===== src/rtl/cpu_trace_buf_pkg.sv =====
// Shared types and entry-layout helpers for the VeriRISC instruction-trace buffer.
// An entry is packed {pc, opcode, ir_addr, data} with pc in the MSBs.
package cpu_trace_pkg;

  typedef enum logic [1:0] {
    ST_IDLE      = 2'd0,
    ST_WAIT_TRIG = 2'd1,
    ST_CAPTURE   = 2'd2,
    ST_STOPPED   = 2'd3
  } state_e;

  localparam int DEF_ADDR_WIDTH   = 5;
  localparam int DEF_OPCODE_WIDTH = 3;
  localparam int DEF_DATA_WIDTH   = 8;

  function automatic int entry_w(input int aw, input int ow, input int dw);
    return 2 * aw + ow + dw;
  endfunction

  // Field LSB positions inside a packed entry.
  function automatic int data_lsb();
    return 0;
  endfunction

  function automatic int ir_lsb(input int dw);
    return dw;
  endfunction

  function automatic int op_lsb(input int aw, input int dw);
    return aw + dw;
  endfunction

  function automatic int pc_lsb(input int aw, input int ow, input int dw);
    return aw + ow + dw;
  endfunction

endpackage


===== src/rtl/cpu_trace_buf_ram.sv =====
// Simple dual-port trace storage: one write port, one registered read port.
// Only the read-data register is reset; the array itself holds no reset.
module trace_ram #(
  parameter int DEPTH = 16,
  parameter int WIDTH = 21,
  localparam int AW   = $clog2(DEPTH)
) (
  input  logic             i_clock,
  input  logic             i_rst,
  input  logic             i_we,
  input  logic [AW-1:0]    i_waddr,
  input  logic [WIDTH-1:0] i_wdata,
  input  logic             i_re,
  input  logic [AW-1:0]    i_raddr,
  output logic [WIDTH-1:0] o_rdata
);

  logic [WIDTH-1:0] r_mem [DEPTH];
  logic [WIDTH-1:0] r_rdata;

  // NOTE: storage arrays are deliberately left out of reset so they map onto RAM macros.
  always_ff @(posedge i_clock) begin
    if (i_we) r_mem[i_waddr] <= i_wdata;
  end

  // Read of a slot being overwritten in the same cycle returns the old contents.
  always_ff @(posedge i_clock) begin
    if (i_rst)     r_rdata <= '0;
    else if (i_re) r_rdata <= r_mem[i_raddr];
  end

  assign o_rdata = r_rdata;

endmodule


===== src/rtl/cpu_trace_buf.sv =====
// Instruction-trace capture buffer: records one entry per executed instruction
// into a circular buffer with optional start-PC trigger, wrap/stop modes and halt detection.
module cpu_trace_buf
  import cpu_trace_pkg::*;
#(
  parameter int ADDR_WIDTH   = DEF_ADDR_WIDTH,
  parameter int OPCODE_WIDTH = DEF_OPCODE_WIDTH,
  parameter int DATA_WIDTH   = DEF_DATA_WIDTH,
  parameter int DEPTH        = 16,
  parameter int CNT_WIDTH    = 16,
  localparam int ENTRY_W     = entry_w(ADDR_WIDTH, OPCODE_WIDTH, DATA_WIDTH),
  localparam int CW          = $clog2(DEPTH + 1)
) (
  input  logic                    i_clock,
  input  logic                    i_rst,
  input  logic                    i_arm,
  input  logic                    i_disarm,
  input  logic                    i_wrap_mode,
  input  logic                    i_trig_en,
  input  logic [ADDR_WIDTH-1:0]   i_trig_pc,
  input  logic                    i_instr_valid,
  input  logic [ADDR_WIDTH-1:0]   i_pc_addr,
  input  logic [OPCODE_WIDTH-1:0] i_opcode,
  input  logic [ADDR_WIDTH-1:0]   i_ir_addr,
  input  logic [DATA_WIDTH-1:0]   i_data,
  input  logic                    i_halt,
  input  logic                    i_rd_en,
  output logic                    o_rd_valid,
  output logic [ENTRY_W-1:0]      o_rd_entry,
  output logic [CW-1:0]           o_count,
  output logic                    o_overflow,
  output logic                    o_halted,
  output logic [ADDR_WIDTH-1:0]   o_halt_pc,
  output logic [CNT_WIDTH-1:0]    o_instr_cnt,
  output logic [1:0]              o_state
);

  localparam int PW = $clog2(DEPTH);
  localparam logic [CW-1:0] FULL_CNT = CW'(DEPTH);

  state_e                  r_state;
  logic [PW-1:0]           r_wr_ptr;
  logic [PW-1:0]           r_rd_ptr;
  logic [CW-1:0]           r_count;
  logic                    r_overflow;
  logic                    r_halted;
  logic [ADDR_WIDTH-1:0]   r_halt_pc;
  logic [CNT_WIDTH-1:0]    r_instr_cnt;
  logic                    r_halt_q;
  logic                    r_rd_valid;
  logic                    r_wrap;
  logic                    r_trig_en;
  logic [ADDR_WIDTH-1:0]   r_trig_pc;

  logic                    w_full;
  logic                    w_halt_edge;
  logic                    w_capture;
  logic                    w_pop;
  logic                    w_write;
  logic                    w_overwrite;
  logic                    w_fill_stop;
  logic [CW-1:0]           w_count_nxt;
  logic [ENTRY_W-1:0]      w_wdata;

  assign w_full      = (r_count == FULL_CNT);
  assign w_halt_edge = i_halt & ~r_halt_q;
  assign w_pop       = i_rd_en & (r_count != '0);

  // NOTE: every signal driven here gets a default first so no latch is inferred.
  always_comb begin
    w_capture = 1'b0;
    if (!i_arm && i_instr_valid) begin
      unique case (r_state)
        ST_CAPTURE:   w_capture = 1'b1;
        ST_WAIT_TRIG: w_capture = (i_pc_addr == r_trig_pc) && !w_halt_edge;
        default:      w_capture = 1'b0;
      endcase
    end

    // A pop in the same cycle frees a slot, so a full buffer never overwrites then.
    w_write     = w_capture && (!w_full || r_wrap || w_pop);
    w_overwrite = w_write && w_full && !w_pop;

    w_count_nxt = r_count;
    if (w_write && !w_overwrite && !w_pop) w_count_nxt = r_count + CW'(1);
    else if (w_pop && !w_write)            w_count_nxt = r_count - CW'(1);

    w_fill_stop = w_write && !r_wrap && (w_count_nxt == FULL_CNT);
  end

  always_comb begin
    w_wdata = '0;
    w_wdata[pc_lsb(ADDR_WIDTH, OPCODE_WIDTH, DATA_WIDTH) +: ADDR_WIDTH] = i_pc_addr;
    w_wdata[op_lsb(ADDR_WIDTH, DATA_WIDTH) +: OPCODE_WIDTH]             = i_opcode;
    w_wdata[ir_lsb(DATA_WIDTH) +: ADDR_WIDTH]                           = i_ir_addr;
    w_wdata[data_lsb() +: DATA_WIDTH]                                   = i_data;
  end

  // NOTE: sequential state uses non-blocking assignments so all registers see pre-edge values.
  always_ff @(posedge i_clock) begin
    if (i_rst) begin
      r_state     <= ST_IDLE;
      r_wr_ptr    <= '0;
      r_rd_ptr    <= '0;
      r_count     <= '0;
      r_overflow  <= 1'b0;
      r_halted    <= 1'b0;
      r_halt_pc   <= '0;
      r_instr_cnt <= '0;
      r_halt_q    <= 1'b0;
      r_rd_valid  <= 1'b0;
      r_wrap      <= 1'b0;
      r_trig_en   <= 1'b0;
      r_trig_pc   <= '0;
    end else begin
      r_halt_q   <= i_halt;
      r_rd_valid <= w_pop;
      if (i_arm) begin
        r_wr_ptr    <= '0;
        r_rd_ptr    <= '0;
        r_count     <= '0;
        r_overflow  <= 1'b0;
        r_halted    <= 1'b0;
        r_halt_pc   <= '0;
        r_instr_cnt <= '0;
        r_wrap      <= i_wrap_mode;
        r_trig_en   <= i_trig_en;
        r_trig_pc   <= i_trig_pc;
        r_state     <= i_trig_en ? ST_WAIT_TRIG : ST_CAPTURE;
      end else begin
        r_count <= w_count_nxt;
        if (w_write) begin
          r_wr_ptr <= r_wr_ptr + PW'(1);
          if (r_instr_cnt != '1) r_instr_cnt <= r_instr_cnt + CNT_WIDTH'(1);
        end
        if (w_pop || w_overwrite) r_rd_ptr <= r_rd_ptr + PW'(1);
        if (w_overwrite) r_overflow <= 1'b1;

        unique case (r_state)
          ST_WAIT_TRIG: begin
            if (w_halt_edge) begin
              r_halted  <= 1'b1;
              r_halt_pc <= i_pc_addr;
              r_state   <= ST_STOPPED;
            end else if (w_capture) begin
              r_state <= (i_disarm || w_fill_stop) ? ST_STOPPED : ST_CAPTURE;
            end else if (i_disarm) begin
              r_state <= ST_STOPPED;
            end
          end
          ST_CAPTURE: begin
            if (w_halt_edge) begin
              r_halted  <= 1'b1;
              r_halt_pc <= i_pc_addr;
              r_state   <= ST_STOPPED;
            end else if (i_disarm || w_fill_stop) begin
              r_state <= ST_STOPPED;
            end
          end
          default: ;
        endcase
      end
    end
  end

  trace_ram #(
    .DEPTH (DEPTH),
    .WIDTH (ENTRY_W)
  ) u_ram (
    .i_clock (i_clock),
    .i_rst   (i_rst),
    .i_we    (w_write),
    .i_waddr (r_wr_ptr),
    .i_wdata (w_wdata),
    .i_re    (w_pop),
    .i_raddr (r_rd_ptr),
    .o_rdata (o_rd_entry)
  );

  assign o_rd_valid  = r_rd_valid;
  assign o_count     = r_count;
  assign o_overflow  = r_overflow;
  assign o_halted    = r_halted;
  assign o_halt_pc   = r_halt_pc;
  assign o_instr_cnt = r_instr_cnt;
  assign o_state     = r_state;

endmodule


===== config.mk =====
export PLATFORM = sky130hd
export DESIGN_NAME = cpu_trace_buf
export DESIGN_NICKNAME = d
export VERILOG_FILES = /design/src/rtl/cpu_trace_buf_pkg.sv /design/src/rtl/cpu_trace_buf_ram.sv /design/src/rtl/cpu_trace_buf.sv
export SDC_FILE = /design/constraint.sdc
export NUM_CORES = 1
export LEC_CHECK = 0
export ABC_AREA = 1
export BUFFER_PORTS_ARGS = -buffer_cell sky130_fd_sc_hd__buf_4
export CAP_MARGIN = 20
export CORE_MARGIN = 3
export CORE_UTILIZATION = 51
export DETAILED_ROUTE_END_ITERATION = 10
export PLACE_DENSITY = 0.68
export SLEW_MARGIN = 40
export SYNTH_ARGS = -nofsm -noshare
export SYNTH_HDL_FRONTEND = slang
export SYNTH_HIERARCHICAL = 1
export SYNTH_SLANG_ARGS = --single-unit

===== constraint.sdc =====
create_clock -name i_clock -period 3.96 [get_ports i_clock]
set_clock_uncertainty 0.2 [all_clocks]
set_input_delay 0.396 -clock i_clock [delete_from_list [all_inputs] [get_ports i_clock]]
set_output_delay 0.396 -clock i_clock [all_outputs]
set_load 0.05 [all_outputs]

==> results of run 1 <==
-- layer usage --
layer / vias up / routed length (um)
li1: 5566 / -
met1: 5679 / 18100
met2: 520 / 19100
met3: 77 / 3760
met4: 0 / 1140
met5: - / 0
-- layout make-up --
class	count	share of cell area [%]
Inverter	78	1.53
Timing Repair Buffer	129	5.55
Tap cell	435	2.82
Multi-Input combinational cell	1023	23.7
Clock inverter	16	0.623
Clock buffer	61	6.42
Sequential cell	403	59.4
-- Yosys cell counts (2+ instances only) --
library cell	count
nor3_1	14
nand4_1	2
buf_6	15
ha_1	8
clkbuf_1	20
nand3b_1	2
nand2_1	526
inv_1	74
nor4_1	3
and3_1	3
xor2_1	4
edfxtp_1	336
a21oi_1	32
xnor2_1	5
nor2_2	3
inv_2	2
nor2_1	93
buf_4	5
buf_1	7
o21ai_0	17
buf_2	33
nand3_1	298
dfxtp_1	67
-- cell families (layout without fill, tap and decap cells) --
kind of cell / after synthesis / count (layout) / synth area share [%]
and+or+nand+nor: 952 / 952 / 24.2
AOI/OAI and AO/OA: 54 / 54 / 1.74
adders and majority gates: 8 / 8 / 0.598
DFF: 403 / 403 / 68.3
buffers and inverters: 159 / 284 / 4.68
xor gates and xnor gates: 9 / 9 / 0.471
-- power breakdown --
part	switching, mW	internal (mW)
sequential	0.0260	4.63
clock	1.53	2.29
combinational	0.472	0.185
total	2.03	7.10
-- per-stage QoR --
stage	hold WS (ns)	util [%]
after floorplan	0.243	-
after global placement	0.243	55.7
after detailed placement	0.248	55.7
after CTS	0.0153	60.3
after global routing	0.0387	60.3
final	0.0415	60.3
-- sequential cells by signal, summed over array words and instances, names as in the netlist --
| register | cells |
|---|---|
| r_trig_pc | 5 |
| r_rd_ptr | 4 |
| r_halt_q | 1 |
| r_wr_ptr | 4 |
| o_rd_valid | 1 |
| r_wrap | 1 |
| u_ram/r_mem | 336 |
| o_state | 2 |
| o_halted | 1 |
| o_overflow | 1 |
| u_ram/o_rdata | 21 |
| o_halt_pc | 5 |
| o_count | 5 |
| o_instr_cnt | 16 |
-- path summary, 6_finish.rpt --
check                                           to  cells past startpoint
worst max-delay path            u_ram/r_mem[0][16]                     10
worst min-delay path            u_ram/r_mem[6][19]                      1
worst max register to register  u_ram/r_mem[0][16]                     10
worst min register to register            o_halted                      2
-- repair_timing --
item,in CTS,in global routing
setup buffers,0,0
hold endpoints to repair,9,0
hold buffers,10,0
==> implementation parameters, run 1 <==
Parameter                              Value

Critical path
  Crit path largest cell delay ... 0.37 ns
  Endpoint class of the critical path ... register
  Startpoint kind of the worst setup timing path ... register
  Cell type with the highest occurrence count on the critical path ... inv_1
  Crit path from ... o_state[0]
  Reg-to-reg critical path startpoint ... o_state[0]
  Type of the worst setup path ... register to register
  Critical path's top delay family ... simple AND/OR/NAND/NOR gates
  Cell-by-cell trace of the critical path ... inv_1, ha_1, inv_1, nand3_1, a21oi_2, nand2_1, inv_1, nand2_1, nor2_2, buf_4
  Critical Path Fanout Max ... 15
  Required time at the worst-slack endpoint ... approximately 4 ns
  CP arrival ... about 3.2 ns
  Highest-delay cell along the critical path ... dfxtp_1
  Buf/Inv on CP ... 4
  Register-to-register path setup slack ... ~0.78 ns

Global route
  Fraction of met1 tracks used by global routing ... 34.4%
  Largest net degree at the start of global routing ... around 170
  Total track usage ... a little under a quarter
  Met3 Use GR ... 4.70%
  Most Used Layer, Global Route ... met2
  Number of global-route vias before repair ... around 11000
  Global-route met2 utilization ... 35.8%
  Global-route wire length before repair ... approximately 64000 um
  Total overflow reported by the global router ... 0
  Antenna violations before repair ... 0

Floorplan
  Die Y ... 187 um
  Die Area ... 35000 um2
  Width of the die ... approximately 190 um
  Area of the core ... about 32000 um2
  I/O Pins ... between 80 and 90
  Row Count ... between 60 and 70
  Initial cell density of the core ... between 50% and 60%

CTS
  Source-to-sink clock delay at the later pin of the worst-skew pair ... between 0.5 and 0.6 ns
  Max Buffers Root-to-Sink ... 3
  Clock Sinks ... roughly 400
  Number of buffers created by CTS ... 42
  Level count of the clock H-tree ... 2
  Clk pin slew, worst setup/hold paths ... about 0.06 ns
  # resized after CTS ... 0
  CTS tree ... done
  Root buf cell ... clkbuf_16

Yosys
  Summed instance area of the synthesized netlist ... 16700 um2
  Post-synth top area cell ... edfxtp_1
  Post-synthesis register bit count ... ~400
  Main flop type after synthesis ... edfxtp_1
  Yosys top cell area share ... 60.3%
  Post-synth EDFFs ... between 300 and 400
  Mapped Nets ... between 1500 and 2000
  Share of the yosys chip area belonging to registers ... ~70%
  Post-synthesis async set-or-reset flop share ... 0%
  Netlist cell types ... 39
  Mapped Avg Cell Area ... ~11 um2
  Synth warnings ... 6
  Synth area leaders ... edfxtp_1 (60%), nand2_1 (12%), nand3_1 (8.9%)
  Mapped Cells ... 1585

STA
  Post-layout worst setup margin ... a little under 0.8 ns
  Min cycle time layout ... ~3.2 ns
  Actual slew at the worst max-slew pin ... about 0.85 ns
  Crit share post-route ... 80.4%
  Count of final max-slew check failures ... 0
  Final number of setup-violating endpoints ... 0
  Worst max-slew margin expressed relative to the limit ... approximately 43%
  Max Clock Freq ... about 0.31 GHz
  Final hold violation count ... 0
  RSZ-0062 raised after global routing ... false
  Sum of negative setup slack ... 0 ns

Cells and area
  Post-route design area ... between 15000 and 20000 um2
  N_diodes ... 0
  Non-filler instance count after layout ... between 2000 and 2500
  Fill cell count ... about 2600
  Leading cell type in the layout, fill and taps excluded ... nand2_1
  Final nets ... 1720
  Layout area overhead ... 15.1%
  Area of combinational cells with multiple inputs ... 4570 um2
  Area taken by flip-flops and latches ... ~11000 um2
  Leading cell types in the layout, fill and taps excluded ... nand2_1 (526), edfxtp_1 (336), nand3_1 (298)
  Fraction of layout instances using a drive strength above 1 ... between 10% and 20%

Pwr
  Pwr Density ... between 400 and 500 nW/um2
  Worst VDD drop ... 0.338 mV
  Leakage ... between 7 and 8 nW
  Power Total ... between 9 and 10 mW

Route
  Via/cell ratio ... roughly 5.5
  Number of vias after detailed routing ... around 12000
  Detailed router's first-iteration violation count ... 1165
  DRC ... 0
  Post-detailed-route count of antenna-violating nets ... 0
  Number of iterations in the first detailed-routing pass ... 5
  Post-DR wirelength/cell ... 19.6 um
  Wire length reported by the detailed router ... roughly 42000 um

Min path
  Worst hold-check path type ... primary input to register
  Min-delay src ... i_pc_addr[3]

Place
  Routability congestion estimate from global placement ... ~0.86
  Sum of net half-perimeters after detailed placement ... between 20000 and 30000 um
  Inst Count DP ... just over 2000
  Place WS ... around 0.83 ns
  Quantity of I/O buffers inserted on ports ... 86
  Placed Instance Area ... about 18000 um2

Job
  Max_cap viols ... 0

Status
  Status ... finished clean
(Power assumes the default switching activity.)
==> run 2: changes to the inputs <==
==> constraint.sdc (replaced) <==
create_clock -name i_clock -period 3.2 [get_ports i_clock]
set_clock_uncertainty 0.2 [all_clocks]
set_input_delay 0.32 -clock i_clock [delete_from_list [all_inputs] [get_ports i_clock]]
set_output_delay 0.32 -clock i_clock [all_outputs]
set_load 0.05 [all_outputs]
==> run 2 against run 1 <==
Effect of this change: total power grew 23%; critical path depth unchanged; fmax grew 10%; clock-buffer cell count fell by 3; clock power grew 22%; critical path type unchanged; largest cell class unchanged.
==> implementation parameters, run 2 (synthesized netlist as in run 1, its figures left out) <==
Parameter                              Value

Pwr
  Pwr Density ... 574 nW/um2 (+21%)
  Clk pwr share ... 41.4% (-0.5 points)
  Net switching power of the design ... 2.53 mW (+25%)
  Worst VDD drop ... 0.461 mV (+36%)
  Fraction of power consumed by sequential logic ... 51.3% (+0.4 points)
  Fraction of power consumed by combinational cells ... 7.3% (about the same)
  Switching share of total power ... 22.5% (+0.30 points)
  Internal power consumption ... 8.71 mW (+23%)
  Leakage ... 7.50 nW (+2.4%)

Route
  Number of vias after detailed routing ... 11965 (+1.0%)
  DRC ... 0 (unchanged)
  Post-detailed-route count of antenna-violating nets ... 0 (unchanged)
  Detailed router's first-iteration violation count ... 1215 (+4.3%)
  Post-DR wirelength/cell ... 19.2 um (-2.1%)
  Wire length reported by the detailed router ... 41900 um (-0.58%)
  Number of iterations in the first detailed-routing pass ... 6 (+1)
  Via/cell ratio ... 5.49 (-0.54%)

CTS
  Root buf cell ... clkbuf_16
  Post-CTS setup buffer count ... 0 (unchanged)
  Cts hold-fix bufs ... 34 (+24)
  Source-to-sink clock delay at the later pin of the worst-skew pair ... 0.53 ns (about the same)
  Level count of the clock H-tree ... 2 (unchanged)
  # resized after CTS ... 0 (unchanged)
  Number of buffers created by CTS ... 42 (unchanged)
  Clock Sinks ... 403 (unchanged)
  Clk pin slew, worst setup/hold paths ... 0.06 ns (about the same)
  Max Buffers Root-to-Sink ... 3 (unchanged)
  CTS tree ... done

Critical path
  Termination of the worst setup path ... u_ram/r_mem[9][0]
  Type of the worst setup path ... register to register
  Startpoint kind of the worst setup timing path ... register
  Required time at the worst-slack endpoint ... 3.21 ns (-0.76 ns)
  Reg-to-reg critical path startpoint ... o_state[0]
  Register-to-register path setup slack ... 0.31 ns (-0.47 ns)
  CP arrival ... 2.90 ns (-0.29 ns)
  Endpoint class of the critical path ... register
  End of the worst register-to-register path ... u_ram/r_mem[9][0]
  Crit path from ... o_state[0]
  Worst r2r path cells ... 10 (unchanged)
  Critical Path Fanout Max ... 16 (+1)

Floorplan
  Die Area ... 35000 um2 (unchanged)
  Die Y ... 187 um (unchanged)
  Initial cell density of the core ... 52.4% (unchanged)
  I/O Pins ... 87 (unchanged)
  Row Count ... 65 (unchanged)
  Width of the die ... 187 um (unchanged)
  Area of the core ... 32000 um2 (unchanged)

STA
  Actual slew at the worst max-slew pin ... 0.697 ns (-0.156 ns)
  Final hold violation count ... 0 (unchanged)
  Count of final max-slew check failures ... 0 (unchanged)
  Sum of negative setup slack ... 0 ns (unchanged)
  Worst max-slew margin expressed relative to the limit ... 53.2% (+10 points)
  Max Clock Freq ... 0.346 GHz (+10%)
  Crit share post-route ... 90.3% (+10 points)
  Min cycle time layout ... 2.89 ns (-0.291 ns)
  Final number of setup-violating endpoints ... 0 (unchanged)
  Post-layout worst setup margin ... 0.309 ns (-0.469 ns)
  RSZ-0062 raised after global routing ... false

Global route
  Total track usage ... 23.8% (+0.17 points)
  Number of global-route vias before repair ... 11333 (+0.59%)
  Total overflow reported by the global router ... 0 (unchanged)
  Antenna violations before repair ... 1 (+1)
  Largest net degree at the start of global routing ... 92 (-46%)
  Global-route wire length before repair ... 64900 um (+0.72%)

Cells and area
  Leading cell types in the layout, fill and taps excluded ... nand2_1 (526), edfxtp_1 (336), nand3_1 (298)
  N_diodes ... 0 (unchanged)
  Leading cell type in the layout, fill and taps excluded ... nand2_1
  Final nets ... 1755 (+2.0%)
  Fill cell count ... 2542 (-0.66%)
  Layout area overhead ... 17.0%
  Register containing the most flip-flops in the final layout ... u_ram/r_mem
  Largest register FFs ... 336 (unchanged)
  Fraction of layout instances using a drive strength above 1 ... 13.3% (+1.1 points)
  Core Util, Final ... 61.3% (+0.99 points)

Job
  Max_cap viols ... 0 (unchanged)

Place
  Place WS ... 0.362 ns (-0.467 ns)
  Quantity of I/O buffers inserted on ports ... 86 (unchanged)
  Routability congestion estimate from global placement ... 0.843 (-1.9%)
  Sum of net half-perimeters after detailed placement ... 25900 um (about the same)

Min path
  Worst hold-check path type ... primary input to register

Status
  Status ... finished clean
run 2: changes by cell type in the layout (fill, tap and decap cells not counted), sizes merged:
cell         delta
inv             +1
clkinv          +1
buf            +11
dlygate4sd3    +24
bufinv          -2
clkbuf          -3
clkinvlp        +2
run 2: worst max-delay path, cell delays in order, from the launching register on:
cell	delay, ns
dfxtp_1	0.36
inv_1	0.07
ha_1	0.28
inv_1	0.18
nand3_1	0.15
a21oi_2	0.23
nand2_1	0.11
inv_1	0.26
nand3b_1	0.26
nor2_2	0.19
buf_4	0.28
run 2: area by class of cell:
type                       count  area [um2]  area share, %
multi-input combinational   1023        4570           23.3
timing repair buffer         164        1390           7.10
tap                          435         544           2.78
inverter                      78         295           1.51
clock inverter                18        95.1          0.485
clock buffer                  58        1250           6.41
sequential                   403       11400           58.4
run 2: worst min-delay path by stage:
stage	slack [ns]	cells past startpoint	start	end
3_3_place_gp	0.24	2	o_halted	o_halted
5_1_grt	0.03	2	i_rst	o_state[1]
3_5_place_dp	0.25	2	o_halted	o_halted
4_1_cts	0.0005	2	i_rst	o_state[1]
2_1_floorplan	0.19	1	i_rst	o_state[1]
6_report	0.02	2	i_rst	o_state[1]
run 2: per-layer routing:
metal / up-vias / GRT usage [%] / part of all wire [%]
li1: 5657 / - / -
met4: 2 / 6.48 / 2.5
met2: 450 / 38.0 / 47
met3: 80 / 5.32 / 8.5
met5: - / 0 / 0.031
met1: 5776 / 33.2 / 42
run 2: power by group through the flow:
| stage | logic (mW) | clock network, mW | registers (mW) |
|---|---|---|---|
| floorplan | 0.377 | 0 | 5.99 |
| global placement | 0.772 | 0 | 5.88 |
| detailed placement | 0.781 | 0 | 5.88 |
| CTS | 0.818 | 4.73 | 5.77 |
| global route | 0.901 | 4.98 | 5.77 |
| finish | 0.818 | 4.66 | 5.77 |
run 2: metrics by stage:
step | hold WS (ns) | cell area (um2) | std cells | total power [mW]
5_1_grt | 0.0276 | 19600 | 2179 | 11.7
4_1_cts | 0.000530 | 19600 | 2179 | 11.3
2_1_floorplan | 0.189 | 16700 | 1585 | 6.37
3_3_place_gp | 0.243 | 17900 | 2069 | 6.65
3_5_place_dp | 0.249 | 17900 | 2069 | 6.66
6_report | 0.0159 | 19600 | 2179 | 11.2
